$ cat config.mk
export PLATFORM = sky130hd
export DESIGN_NAME = gcdlcm_seq_flat
export DESIGN_NICKNAME = d
export VERILOG_FILES = /design/src/rtl/gcdlcm_seq_if.sv /design/src/rtl/gcdlcm_seq.sv /design/src/flat_wrapper.sv
export SDC_FILE = /design/constraint.sdc
export NUM_CORES = 1
export LEC_CHECK = 0
export CORE_MARGIN = 10
export CORE_UTILIZATION = 46
export DETAILED_ROUTE_END_ITERATION = 10
export MAX_ROUTING_LAYER = met4
export PLACE_DENSITY = 0.66
export SYNTH_ARGS = -nofsm -noshare
export SYNTH_HDL_FRONTEND = slang
export SYNTH_SLANG_ARGS = --single-unit
$ cat constraint.sdc
create_clock -name clk -period 14.5 [get_ports clk]
set_input_delay 3.625 -clock clk [delete_from_list [all_inputs] [get_ports clk]]
set_output_delay 3.625 -clock clk [all_outputs]
set_load 0.01 [all_outputs]
$ cat src/rtl/gcdlcm_seq_if.sv
// Core-side handshake for the gcd/lcm coprocessor: launch strobe, operands,
// stall/busy/done status and the registered result.
interface gcdlcm_seq_if #(parameter int WIDTH = 32);
   logic             start;
   logic             op_lcm;
   logic [WIDTH-1:0] srca;
   logic [WIDTH-1:0] srcb;
   logic             stall;
   logic             busy;
   logic             done;
   logic [WIDTH-1:0] result;
   logic             err;

   modport master (output start, op_lcm, srca, srcb,
                   input  stall, busy, done, result, err);
   modport slave  (input  start, op_lcm, srca, srcb,
                   output stall, busy, done, result, err);
endinterface

$ cat src/rtl/gcdlcm_seq.sv
// Iterative gcd (subtractive Euclid) / lcm (dual accumulator) sequencer sharing one adder.
// Optional CALC iteration limit enabled by defining GCDLCM_TIMEOUT_EN.
//
// state | meaning
// IDLE  | wait for start; latch operands; zero operands take a one-cycle detour to FIN
// CALC  | one gcd/lcm update per cycle until x==y, overflow or timeout
// FIN   | done pulse for one cycle, then back to IDLE
module gcdlcm_seq #(
   parameter int WIDTH    = 32,
   parameter int MAX_ITER = 1024
) (
   input  logic        clk,
   input  logic        reset,
   gcdlcm_seq_if.slave bus
);

   typedef enum logic [1:0] {IDLE, CALC, FIN} state_t;

   state_t           state_q, state_d;
   logic [WIDTH-1:0] x_q, x_d, y_q, y_d;
   logic [WIDTH-1:0] a0_q, a0_d, b0_q, b0_d;
   logic [WIDTH-1:0] result_q, result_d;
   logic             op_q, op_d;
   logic             err_q, err_d;
   logic             zero_q, zero_d;

   logic             x_lt_y;
   logic             upd_x;
   logic [WIDTH-1:0] opnd_l, opnd_r;
   logic [WIDTH:0]   sum;
   logic             timeout;

`ifdef GCDLCM_TIMEOUT_EN
   localparam int CW = $clog2(MAX_ITER + 1);
   logic [CW-1:0] iter_q, iter_d;
   assign timeout = (iter_q == CW'(MAX_ITER - 1));
`else
   logic unused_max_iter;
   assign unused_max_iter = ^MAX_ITER;
   assign timeout         = 1'b0;
`endif

   // Shared adder/subtractor: lcm grows the smaller accumulator, gcd subtracts smaller from larger.
   always_comb begin
      x_lt_y = (x_q < y_q);
      upd_x  = op_q ? x_lt_y : ~x_lt_y;
      if (op_q) begin
         opnd_l = x_lt_y ? x_q  : y_q;
         opnd_r = x_lt_y ? a0_q : b0_q;
         sum    = {1'b0, opnd_l} + {1'b0, opnd_r};
      end else begin
         opnd_l = x_lt_y ? y_q : x_q;
         opnd_r = x_lt_y ? x_q : y_q;
         sum    = {1'b0, opnd_l} - {1'b0, opnd_r};
      end
   end

   always_comb begin
      state_d  = state_q;
      x_d      = x_q;
      y_d      = y_q;
      a0_d     = a0_q;
      b0_d     = b0_q;
      result_d = result_q;
      op_d     = op_q;
      err_d    = err_q;
      zero_d   = zero_q;
`ifdef GCDLCM_TIMEOUT_EN
      iter_d   = iter_q;
`endif
      unique case (state_q)
         IDLE: begin
            if (zero_q) begin
               zero_d  = 1'b0;
               state_d = FIN;
            end else if (bus.start) begin
               x_d   = bus.srca;
               y_d   = bus.srcb;
               a0_d  = bus.srca;
               b0_d  = bus.srcb;
               op_d  = bus.op_lcm;
               err_d = 1'b0;
`ifdef GCDLCM_TIMEOUT_EN
               iter_d = '0;
`endif
               if (!bus.op_lcm && bus.srca == '0) begin
                  result_d = bus.srcb;
                  zero_d   = 1'b1;
               end else if (!bus.op_lcm && bus.srcb == '0) begin
                  result_d = bus.srca;
                  zero_d   = 1'b1;
               end else if (bus.op_lcm && (bus.srca == '0 || bus.srcb == '0)) begin
                  result_d = '0;
                  zero_d   = 1'b1;
               end else begin
                  state_d = CALC;
               end
            end
         end
         CALC: begin
            if (x_q == y_q) begin
               result_d = x_q;
               state_d  = FIN;
            end else if (timeout || (op_q && sum[WIDTH])) begin
               result_d = '0;
               err_d    = 1'b1;
               state_d  = FIN;
            end else begin
               if (upd_x) x_d = sum[WIDTH-1:0];
               else       y_d = sum[WIDTH-1:0];
`ifdef GCDLCM_TIMEOUT_EN
               iter_d = iter_q + 1'b1;
`endif
            end
         end
         FIN:     state_d = IDLE;
         default: state_d = IDLE;
      endcase
   end

   always_ff @(posedge clk) begin
      if (reset) begin
         state_q  <= IDLE;
         x_q      <= '0;
         y_q      <= '0;
         a0_q     <= '0;
         b0_q     <= '0;
         result_q <= '0;
         op_q     <= 1'b0;
         err_q    <= 1'b0;
         zero_q   <= 1'b0;
`ifdef GCDLCM_TIMEOUT_EN
         iter_q   <= '0;
`endif
      end else begin
         state_q  <= state_d;
         x_q      <= x_d;
         y_q      <= y_d;
         a0_q     <= a0_d;
         b0_q     <= b0_d;
         result_q <= result_d;
         op_q     <= op_d;
         err_q    <= err_d;
         zero_q   <= zero_d;
`ifdef GCDLCM_TIMEOUT_EN
         iter_q   <= iter_d;
`endif
      end
   end

   assign bus.busy   = (state_q == CALC);
   assign bus.done   = (state_q == FIN);
   assign bus.stall  = bus.start & ~bus.done;
   assign bus.result = result_q;
   assign bus.err    = err_q;

endmodule

$ cat src/flat_wrapper.sv
// flat-port wrapper written by rule: the top's interface ports become plain ports
module gcdlcm_seq_flat 
#(
   parameter int WIDTH    = 32,
   parameter int MAX_ITER = 1024
)
  (clk, reset, bus_start, bus_op_lcm, bus_srca, bus_srcb, bus_stall, bus_busy, bus_done, bus_result, bus_err);
  gcdlcm_seq_if #(.WIDTH(WIDTH)) bus_i ();
  input  logic clk;
  input  logic reset;
  input wire logic [$bits(bus_i.start)-1:0] bus_start;
  input wire logic [$bits(bus_i.op_lcm)-1:0] bus_op_lcm;
  input wire logic [$bits(bus_i.srca)-1:0] bus_srca;
  input wire logic [$bits(bus_i.srcb)-1:0] bus_srcb;
  output wire logic [$bits(bus_i.stall)-1:0] bus_stall;
  output wire logic [$bits(bus_i.busy)-1:0] bus_busy;
  output wire logic [$bits(bus_i.done)-1:0] bus_done;
  output wire logic [$bits(bus_i.result)-1:0] bus_result;
  output wire logic [$bits(bus_i.err)-1:0] bus_err;
  assign bus_i.start = bus_start;
  assign bus_i.op_lcm = bus_op_lcm;
  assign bus_i.srca = bus_srca;
  assign bus_i.srcb = bus_srcb;
  assign bus_stall = bus_i.stall;
  assign bus_busy = bus_i.busy;
  assign bus_done = bus_i.done;
  assign bus_result = bus_i.result;
  assign bus_err = bus_i.err;
  gcdlcm_seq #(.WIDTH(WIDTH), .MAX_ITER(MAX_ITER)) u_core (.clk(clk), .reset(reset), .bus(bus_i));
endmodule
## Word level (Yosys, flattened, before mapping)

Cells that the tools add are included.

- Output and inout bits: 36
- Input port bits: 68
- Word-level logic and storage cells: 91
- Flip-flop bits (word level): 165

- Add/sub/neg operators: 2
- Bitwise operators: 4
- Reduce and logical (&&, ||, !) cells: 16
- Equal/unequal tests: 16
- $lt $le $gt $ge: 1
- Multiplexer cells: 43

Operator list:

| operator | number |
|---|---|
| $mux W32 | 20 |
| $pmux W32 S2 | 3 |
| $logic_not A32 Y1 | 2 |
| $add A32 B32 Y33 | 1 |
| $mux W33 | 1 |
| $sub A32 B32 Y33 | 1 |
| $eq A32 B32 Y1 | 1 |
| $lt A32 B32 Y1 | 1 |
| $reduce_and A5 Y1 | 3 |
| $mux W2 | 7 |
| $ne A3 B2 Y1 const B | 4 |
| $reduce_and A6 Y1 | 2 |
| $mux W1 | 10 |
| $ne A2 B2 Y1 const B | 5 |
| $logic_and A1 B1 Y1 | 4 |
| $ne A2 B1 Y1 const B | 2 |
| $ne A4 B1 Y1 const B | 1 |
| $pmux W2 S2 | 1 |
| $ne A3 B1 Y1 const B | 1 |
| $not A1 Y1 | 3 |
| $reduce_and A3 Y1 | 1 |
| $eq A2 B1 Y1 const B | 1 |
| $eq A2 B2 Y1 const B | 1 |
| $logic_not A2 Y1 | 1 |
| 5 further kinds | 5 |

## Depth between registers and ports, before layout

Gate-level depths: netlist of the first run.

- Word-level depth: 9
- Mapped depth: 32
- Mapped depth without buffers: 24

## Worst setup path after synthesis of the first run

Ideal clock, no wire load.

- Kind: input to output
- From: input port bus_start
- To: output port bus_stall
- Stages: 1
- Data required time: 10.875 ns
- Slack: 7.053 ns
- Data arrival time: 3.822 ns
- Buffers on the path: 0
- Path through: nor2b_1

- Longest elaborated chain between the ends: 1

Ends and longest elaborated chain:

| element | line | RTL |
|---|---|---|
| from (decl) | flat_wrapper.sv:11 | `input wire logic [$bits(bus_i.start)-1:0] bus_start;` |
| $and A1 B1 Y1 | gcdlcm_seq.sv:153 | `assign bus.stall = bus.start & ~bus.done;` |
| to (decl) | flat_wrapper.sv:15 | `output wire logic [$bits(bus_i.stall)-1:0] bus_stall;` |

No other way between the ends.

## Final worst setup path of the first run

- From: register u_core.y_q[14]
- To: register u_core.x_q[27]

- Longest elaborated chain between the ends: 8
- Elaborated cells between the ends (all ways): 19
- Classes of those cells: add/sub: 2; order compare: 1; eq/ne: 4; mux: 9; bitwise: 1; reduce/logical: 2

Ends and longest elaborated chain:

| element | line | RTL |
|---|---|---|
| from (decl) | gcdlcm_seq.sv:20 | `logic [WIDTH-1:0] x_q, x_d, y_q, y_d;` |
| from (signal assigned) | gcdlcm_seq.sv:138 | `y_q <= y_d;` |
| $lt A32 B32 Y1 | gcdlcm_seq.sv:45 | `x_lt_y = (x_q < y_q);` |
| $mux W32, on equally long branches | - |  |
| $sub A32 B32 Y33 or $add A32 B32 Y33 (tied branches) | gcdlcm_seq.sv:54, gcdlcm_seq.sv:50 |  |
| $mux W33 | gcdlcm_seq.sv:47 | `if (op_q) begin` |
| $mux W32 | gcdlcm_seq.sv:109 | `if (upd_x) x_d = sum[WIDTH-1:0];` |
| $mux W32 | gcdlcm_seq.sv:104 | `end else if (timeout \|\| (op_q && sum[WIDTH])) begin` |
| $mux W32 | gcdlcm_seq.sv:101 | `if (x_q == y_q) begin` |
| $pmux W32 S2 | gcdlcm_seq.sv:71 | `unique case (state_q)` |
| to (signal assigned) | gcdlcm_seq.sv:124 | `x_q <= '0;` |
| to (signal assigned) | gcdlcm_seq.sv:137 | `x_q <= x_d;` |
| to (decl) | gcdlcm_seq.sv:20 |  |

Parallel ways exist; a longest one is shown, timed or not. The select of a mux whose other input is x is not followed.
A chain may end at the register's enable or synchronous reset.

==> results list, run 1 <==
- The flow ran to the end, and the final reports show no timing, DRC or antenna violations.
- In the synthesized netlist, the number of instances is 1796.
- Counting every net in the synthesized netlist gives 1930.
* Post-synth top cells: nand2_1 (372), a21oi_1 (189), dfxtp_1 (165)
- Area fraction of the dominant cell type after synthesis: 0.261
* Maximum clock skew at final layout: 0.0162 ns
- Initial antenna violation count: 4
* Unrepaired setup endpoints after global routing: false
- The clock passes through at most 2 buffers.
* Routed wire length per instance: 23.6 µm
* Number of ports placed on the die boundary: 104
* Max cap viols: 0
* Post-synthesis to final-layout area growth: 13.6%
- Cell taking the most area after synthesis: dfxtp_1
* Met2 track demand over resource: 0.400
* WP data required: 14.86 ns
- Initial standard-cell utilization of the core: 0.469
- The clock period could shrink to 8.56 ns.
- Clock tree synthesis found a total of 165 sinks.
* Die area: 0.0346 mm²
* Post-Route WL: 51100 µm
- The total area inside the core boundary comes to 0.0270 mm².
- After detailed routing, the number of remaining DRC violations is 0.
- Setup_tns: 0 ns
- The final number of max-transition violations came to 0.
* Max VDD drop: 0.141 mV
- Once the clock tree was built, the setup fixing pass inserted 0 buffers.
* Remaining antenna violation count after routing: 0
* Kind of start point of the critical path: flop
* Post-CTS Hold Buffers: 0
- Fraction of the yosys area taken by sequential cells: 0.261
- Number of CTS-inserted buffers: 17
* Worst slew pin tran: 1.16 ns
- Fmax: 0.117 GHz
- Dividing total power by cell area gives a power density of 232 mW/mm².
- For this run, the leading register cell type out of synthesis is dfxtp_1.
- Buffers placed on the I/O ports in this run total 103.
* Number of unique standard cell types used by synthesis: 87
* Endpoint type of the worst setup path: flop
- In this run the clock root is driven by a clkbuf_16.
- Die Wd: 186 µm
* Cell Count, Final, Fillers Out: 2170
- The first routing iteration left 2167 violations.
* Die height: 186 µm
- # nets final: 1946
- After clock tree synthesis, the clock-pin slew on the worst setup and hold paths is 0.08 ns.
- Vias in the first global route: 12700
- The average instance in the mapped netlist occupies 7.06 µm².
- Most numerous cell in the Yosys netlist: nand2_1
- Maximum number of pins on one net before global-route repair: 93
- Routability-driven placement finished with a final weighted congestion of 0.992.
* Leakage power of the design: 0.00561 µW
- Hold/Removal Path Class: reg -> reg
* Hold violation count in the final report: 0
- Share of cells above drive strength 1: 0.0537
- Clock tree from TritonCTS: yes
- Ranked by total cell area, the synthesized netlist is headed by dfxtp_1 (26%), nand2_1 (11%), a21oi_1 (7.5%), ha_1 (6.4%), nor2_1 (4.7%).
- Using the TritonRoute via totals, the vias-per-cell ratio works out to 6.45.
* Met1 usage in global routing: 0.424
- The first global-routing pass estimated 77600 µm of wire.
- For this run, the number of Yosys warnings is 0.
* Final Util: 0.533
- Before antenna repair, the detailed router went through 9 iterations.
- Counting flops with a built-in enable in the synthesized netlist gives 0.
* Fraction of synthesis flops using an asynchronous set or reset pin: 0
- The layer flagged by global routing as most heavily used is met1.
- For the worst-skew pair, the clock arrives at the later sink with an insertion delay of 0.45 ns.
* H-tree level count: 4
* Critical path data arrival time: 8.92 ns
- In this run the tightest slew margin relative to its limit is 0.228.
- Cell row count: 60
- Dpl cells: 2134
- DR vias: 14000
* Area of the mapped netlist: 0.0127 mm²
- Final number of setup-violating endpoints: 0
* Detailed placer's ending HPWL: 36600 µm
- After global routing the overflow that remains totals 0.
- Post-CTS repair changed the size of 0 cells.
* Share of the cycle needed by the critical path after routing: 0.590
- The critical path in this run is classified as reg -> reg.
- Number of fillers in the final layout: 2673
- Counting flops and latches in the post-synthesis netlist gives 165.
- Of all nets on the critical path, the largest fanout is 34.
* Global routing usage on met3: 0.0844
- Across every metal layer, demand over resource in global routing totals 0.300.
-- per-stage QoR --
| step | hold slack [ns] | instance area, µm² | total power (µW) | setup slack (ns) |
|---|---|---|---|---|
| after floorplan | 0.437 | 12700 | 2200 | 7.05 |
| after global placement | 0.442 | 13800 | 2780 | 6.07 |
| after detailed placement | 0.447 | 13800 | 2790 | 6.07 |
| after CTS | 0.457 | 14400 | 3280 | 6.06 |
| after global routing | 0.473 | 14400 | 3560 | 5.67 |
| final | 0.457 | 14400 | 3340 | 5.94 |
-- worst paths after layout --
kind,start,endpoint,slack [ns],depth (start not counted)
max,u_core.y_q[14],u_core.x_q[27],5.94,26
min,u_core.a0_q[15],u_core.a0_q[15],0.46,2
min reg2reg,u_core.a0_q[15],u_core.a0_q[15],0.46,2
max reg2reg,u_core.y_q[14],u_core.x_q[27],5.94,26
-- registers in the layout, indices dropped and copies added, names as in the netlist --
register,count
u_core.bus.result,32
u_core.zero_q,1
u_core.state_q,2
u_core.b0_q,32
u_core.a0_q,32
u_core.bus.err,1
u_core.x_q,32
u_core.op_q,1
u_core.y_q,32
-- critical path, cell delays in order (launching register included) --
cell and delay (ns):
dfxtp_1 0.36, inv_1 0.08, ha_1 0.45, and3_1 0.31, and3_1 0.18, a211o_1 0.34, o31ai_4 0.79, nand2_2 0.43
buf_4 0.42, nand2_1 0.13, o21ai_0 0.09, ha_1 0.25, inv_1 0.07, fa_1 0.19, nor2b_1 0.09, o31a_1 0.31
a41oi_1 0.23, a21oi_1 0.11, buf_4 0.17, a21o_1 0.21, a211oi_1 0.74, o221ai_1 0.43, nor3_2 0.55, o21a_1 0.96
nand2_1 0.07, or3_1 0.33, a31oi_1 0.16
-- metal layers --
layer	up-vias	wire, µm
met4	0	1180
met5	-	0
met1	6542	22900
met2	821	20700
li1	6568	-
met3	76	6260
-- layout make-up --
| class | instances | area (µm²) | share of cell area |
|---|---|---|---|
| inverter | 52 | 195 | 0.0135 |
| multi-input combinational | 1453 | 8700 | 0.604 |
| sequential | 165 | 3300 | 0.229 |
| tap | 341 | 427 | 0.0296 |
| timing repair buffer | 123 | 1180 | 0.0818 |
| antenna | 4 | 10.0 | 0.000695 |
| clock inverter | 14 | 156 | 0.0109 |
| clock buffer | 18 | 439 | 0.0305 |
-- cells in the final DEF, fill, tap and decap left out, drive strengths merged, types with 28 or more instances in the layout --
| master | synthesis | layout |
|---|---|---|
| a222oi | 32 | 32 |
| a21oi | 190 | 190 |
| or3 | 32 | 32 |
| inv | 52 | 58 |
| nor3 | 29 | 29 |
| nor2 | 161 | 161 |
| ha | 65 | 65 |
| a211oi | 47 | 47 |
| dfxtp | 165 | 165 |
| o211ai | 29 | 29 |
| nand2 | 373 | 373 |
| nand3 | 28 | 28 |
| xnor2 | 35 | 35 |
| o21ai | 82 | 82 |
| clkdlybuf4s50 | 0 | 102 |
-- cells by family after synthesis --
kind of cell	after synthesis	share of synthesized area
buf+inv	178	0.0567
compound gates	546	0.290
fa+ha+maj	66	0.0657
simple gates	777	0.280
xor+xnor	40	0.0276
mux	24	0.0199
flops	165	0.261
-- report_power, final --
part           switching [µW]  internal [µW]
Clock                     243            236
Sequential               78.0            525
Combinational            1460            795
Total                    1790           1560
(Power assumes the default switching activity.)
==> run 2, diff against run 1 <==
--- a/config.mk
+++ b/config.mk
@@ -9,7 +9,7 @@
 export CORE_UTILIZATION = 46
 export DETAILED_ROUTE_END_ITERATION = 10
 export MAX_ROUTING_LAYER = met4
-export PLACE_DENSITY = 0.66
+export PLACE_DENSITY = 0.68
 export SYNTH_ARGS = -nofsm -noshare
 export SYNTH_HDL_FRONTEND = slang
 export SYNTH_SLANG_ARGS = --single-unit
==> constraint.sdc (replaced) <==
create_clock -name clk -period 7.1 [get_ports clk]
set_input_delay 1.775 -clock clk [delete_from_list [all_inputs] [get_ports clk]]
set_output_delay 1.775 -clock clk [all_outputs]
set_load 0.01 [all_outputs]
==> results list, run 2 (synthesis gave the netlist of run 1 again) <==
- Number of buffers inserted by port buffering: 103 (unchanged)
- Max VDD drop: 0.483 mV (was 0.141 mV)
* Clock Tree Buf Depth: 2 (unchanged)
- The setup slack of the worst register-to-register path is 0.52 ns (was 5.94 ns).
* Total setup buffers inserted after CTS: 0 (unchanged)
- Worst slew pin tran: 1.27 ns (was 1.16 ns)
- The biggest cell delay along the critical path came to 0.55 ns (was 0.96 ns).
- Final Cell Area: 0.0145 mm² (was 0.0144 mm²)
- The setup TNS after final layout is 0 ns (unchanged).
- Vias in the first global route: 13000 (was 12700)
* Max cap viols: 0 (unchanged)
- Total congestion overflow after global routing: 0 (unchanged)
* Share of the cycle needed by the critical path after routing: 0.926 (was 0.590)
- Global-route wire length before repair: 77600 µm (about the same)
- CTS resizes: 0 (unchanged)
- The worst-case clock skew is 0.0170 ns (was 0.0162 ns).
* Detailed placer's ending HPWL: 37500 µm (was 36600 µm)
- The share of layout cells above drive strength 1 was 0.0619 (was 0.0537).
* Critical path data arrival time: 6.91 ns (was 8.92 ns)
- The relative max-transition margin is 0.152 (was 0.228).
- The power density of the placed cells came to 481 mW/mm² (was 232 mW/mm²).
* Slew Limit Fails: 0 (unchanged)
* # nets final: 1964 (was 1946)
- Post-Route WL: 51100 µm (about the same)
- DRC violation count after routing: 0 (unchanged)
- The kind of critical path was reg -> reg (unchanged).
* Most common cell after layout, fill and taps aside: nand2_1 (unchanged)
* Final period demand of the worst path: 6.58 ns (was 8.56 ns)
* Post-synthesis to final-layout area growth: 14.7% (was 13.6%)
- Fmax: 0.152 GHz (was 0.117 GHz)
* Clk sink count: 165 (unchanged)
- The number of endpoints with negative hold slack in the final report came to 0 (unchanged).
* Die area: 0.0346 mm² (unchanged)
- The number of antenna diodes was 0 (was 4).
* Placer Congestion: 1.03 (was 0.992)
- The cell leakage power was 0.00570 µW (was 0.00561 µW).
- Max stage delay cell, worst path: nor3_2 (was o21a_1)
* Pre-Repair DR Iteration Count: 7 (was 9)
- Routed wire length per instance: 23.4 µm (was 23.6 µm)
- The cts-stage hold buffer count is 0 (unchanged).
- H-tree level count: 4 (unchanged)
- The count of standard-cell rows came to 60 (unchanged).
- Unrepaired setup endpoints after global routing: false (unchanged).
- The nature of the critical path startpoint is a flop (unchanged).
- Number of ports placed on the die boundary: 104 (unchanged)
- Register clock-pin slew on the reported worst setup and hold paths: 0.07 ns (was 0.08 ns)
* DRC marker count from the first detailed-route iteration: 2771 (was 2167)
- The number of nets with antenna violations after detailed routing was 0 (unchanged).
- The nature of the critical path endpoint is a flop (unchanged).
- Die Wd: 186 µm (unchanged)
* WP data required: 7.44 ns (was 14.86 ns)
- The area inside the core boundary came to 0.0270 mm² (unchanged).
* DR vias: 14400 (was 14000)
- The pin count of the biggest net entering global routing came to 107 (was 93).
- Total Routing Usage GR: 0.295 (was 0.300)
- The clock root buffer master was clkbuf_16 (unchanged).
- Worst-path cell chain: ha_1, and4_4, and3_1, a211o_1, o31a_2, nor2_4, buf_12, o21ai_0, ha_1, nor2b_1, o31a_1, a41oi_1, a21oi_1, a21o_1, a211oi_1, o221ai_1, nor3_2, o21a_1, buf_4, o21ai_0, a311oi_1
- Initial standard-cell utilization of the core: 0.469 (unchanged)
- Clock tree from TritonCTS: yes (unchanged)
- The setup violation total in the final timing report is 0 (unchanged).
* Initial antenna violation count: 1 (was 4)
- Top library cells by usage in the layout, fill and taps aside: nand2_1 (372), a21oi_1 (189), dfxtp_1 (165) (was nand2_1 (372), a21oi_1 (189), dfxtp_1 (164))
- Cell area after placement: 0.0140 mm² (was 0.0138 mm²)
* Latest clock arrival within the worst-skew pair: 0.45 ns (about the same)
* Vias/cell: 6.62 (was 6.45)
- Die height: 186 µm (unchanged)
- Outcome: completed (unchanged)
- The worst min-delay path class is reg -> reg (unchanged).
* Number of CTS-inserted buffers: 17 (unchanged)
- The largest fanout of any net on the critical path was 41 (was 34).
run 2: metrics by stage:
stage	setup WS, ns	hold WS (ns)	std cells	power (µW)	utilization
after detailed placement	0.754	0.447	2152	5830	0.516
after floorplan	0.673	0.437	1796	4490	-
after global routing	0.188	0.474	2183	7380	0.538
after global placement	0.989	0.442	2152	5780	0.516
final	0.525	0.457	2183	7000	0.538
after CTS	0.723	0.456	2183	6810	0.538
run 2: where the power goes:
group          total, µW  leakage (µW)  switching (µW)  internal [µW]
clock network        972      0.000280             470            502
registers           1230       0.00136             161           1070
logic               4800       0.00406            3090           1710
run 2: area by class of cell:
type / count / area (µm²)
multi-input cells: 1453 / 8690
well taps: 341 / 427
repair buffers: 141 / 1340
clock buffers: 17 / 425
fillers: 2628 / 12500
flip-flops and latches: 165 / 3300
inverters: 52 / 195
clock inverters: 14 / 165
run 2: critical path: cells and delay by family, from the launching register on:
| family | cells | cell delay, ns |
|---|---|---|
| adders and majority gates | 2 | 0.76 |
| buffers and inverters | 2 | 0.54 |
| and+or+nand+nor | 5 | 1.31 |
| DFF | 1 | 0.53 |
| AOI/OAI and AO/OA | 12 | 3.26 |
run 2: per-layer routing:
layer	global-route usage	wire length, µm
met1	0.435	22800
met2	0.393	20100
met3	0.0602	6940
met4	0.0809	1260
met5	-	0
run 2: final timing paths:
kind | depth (start not counted) | startpoint | endpoint
worst min-delay path | 2 | u_core.b0_q[19] | u_core.b0_q[19]
worst max-delay path | 21 | u_core.x_q[11] | u_core.x_q[17]
worst max register to register | 21 | u_core.x_q[11] | u_core.x_q[17]
worst min register to register | 2 | u_core.b0_q[19] | u_core.b0_q[19]
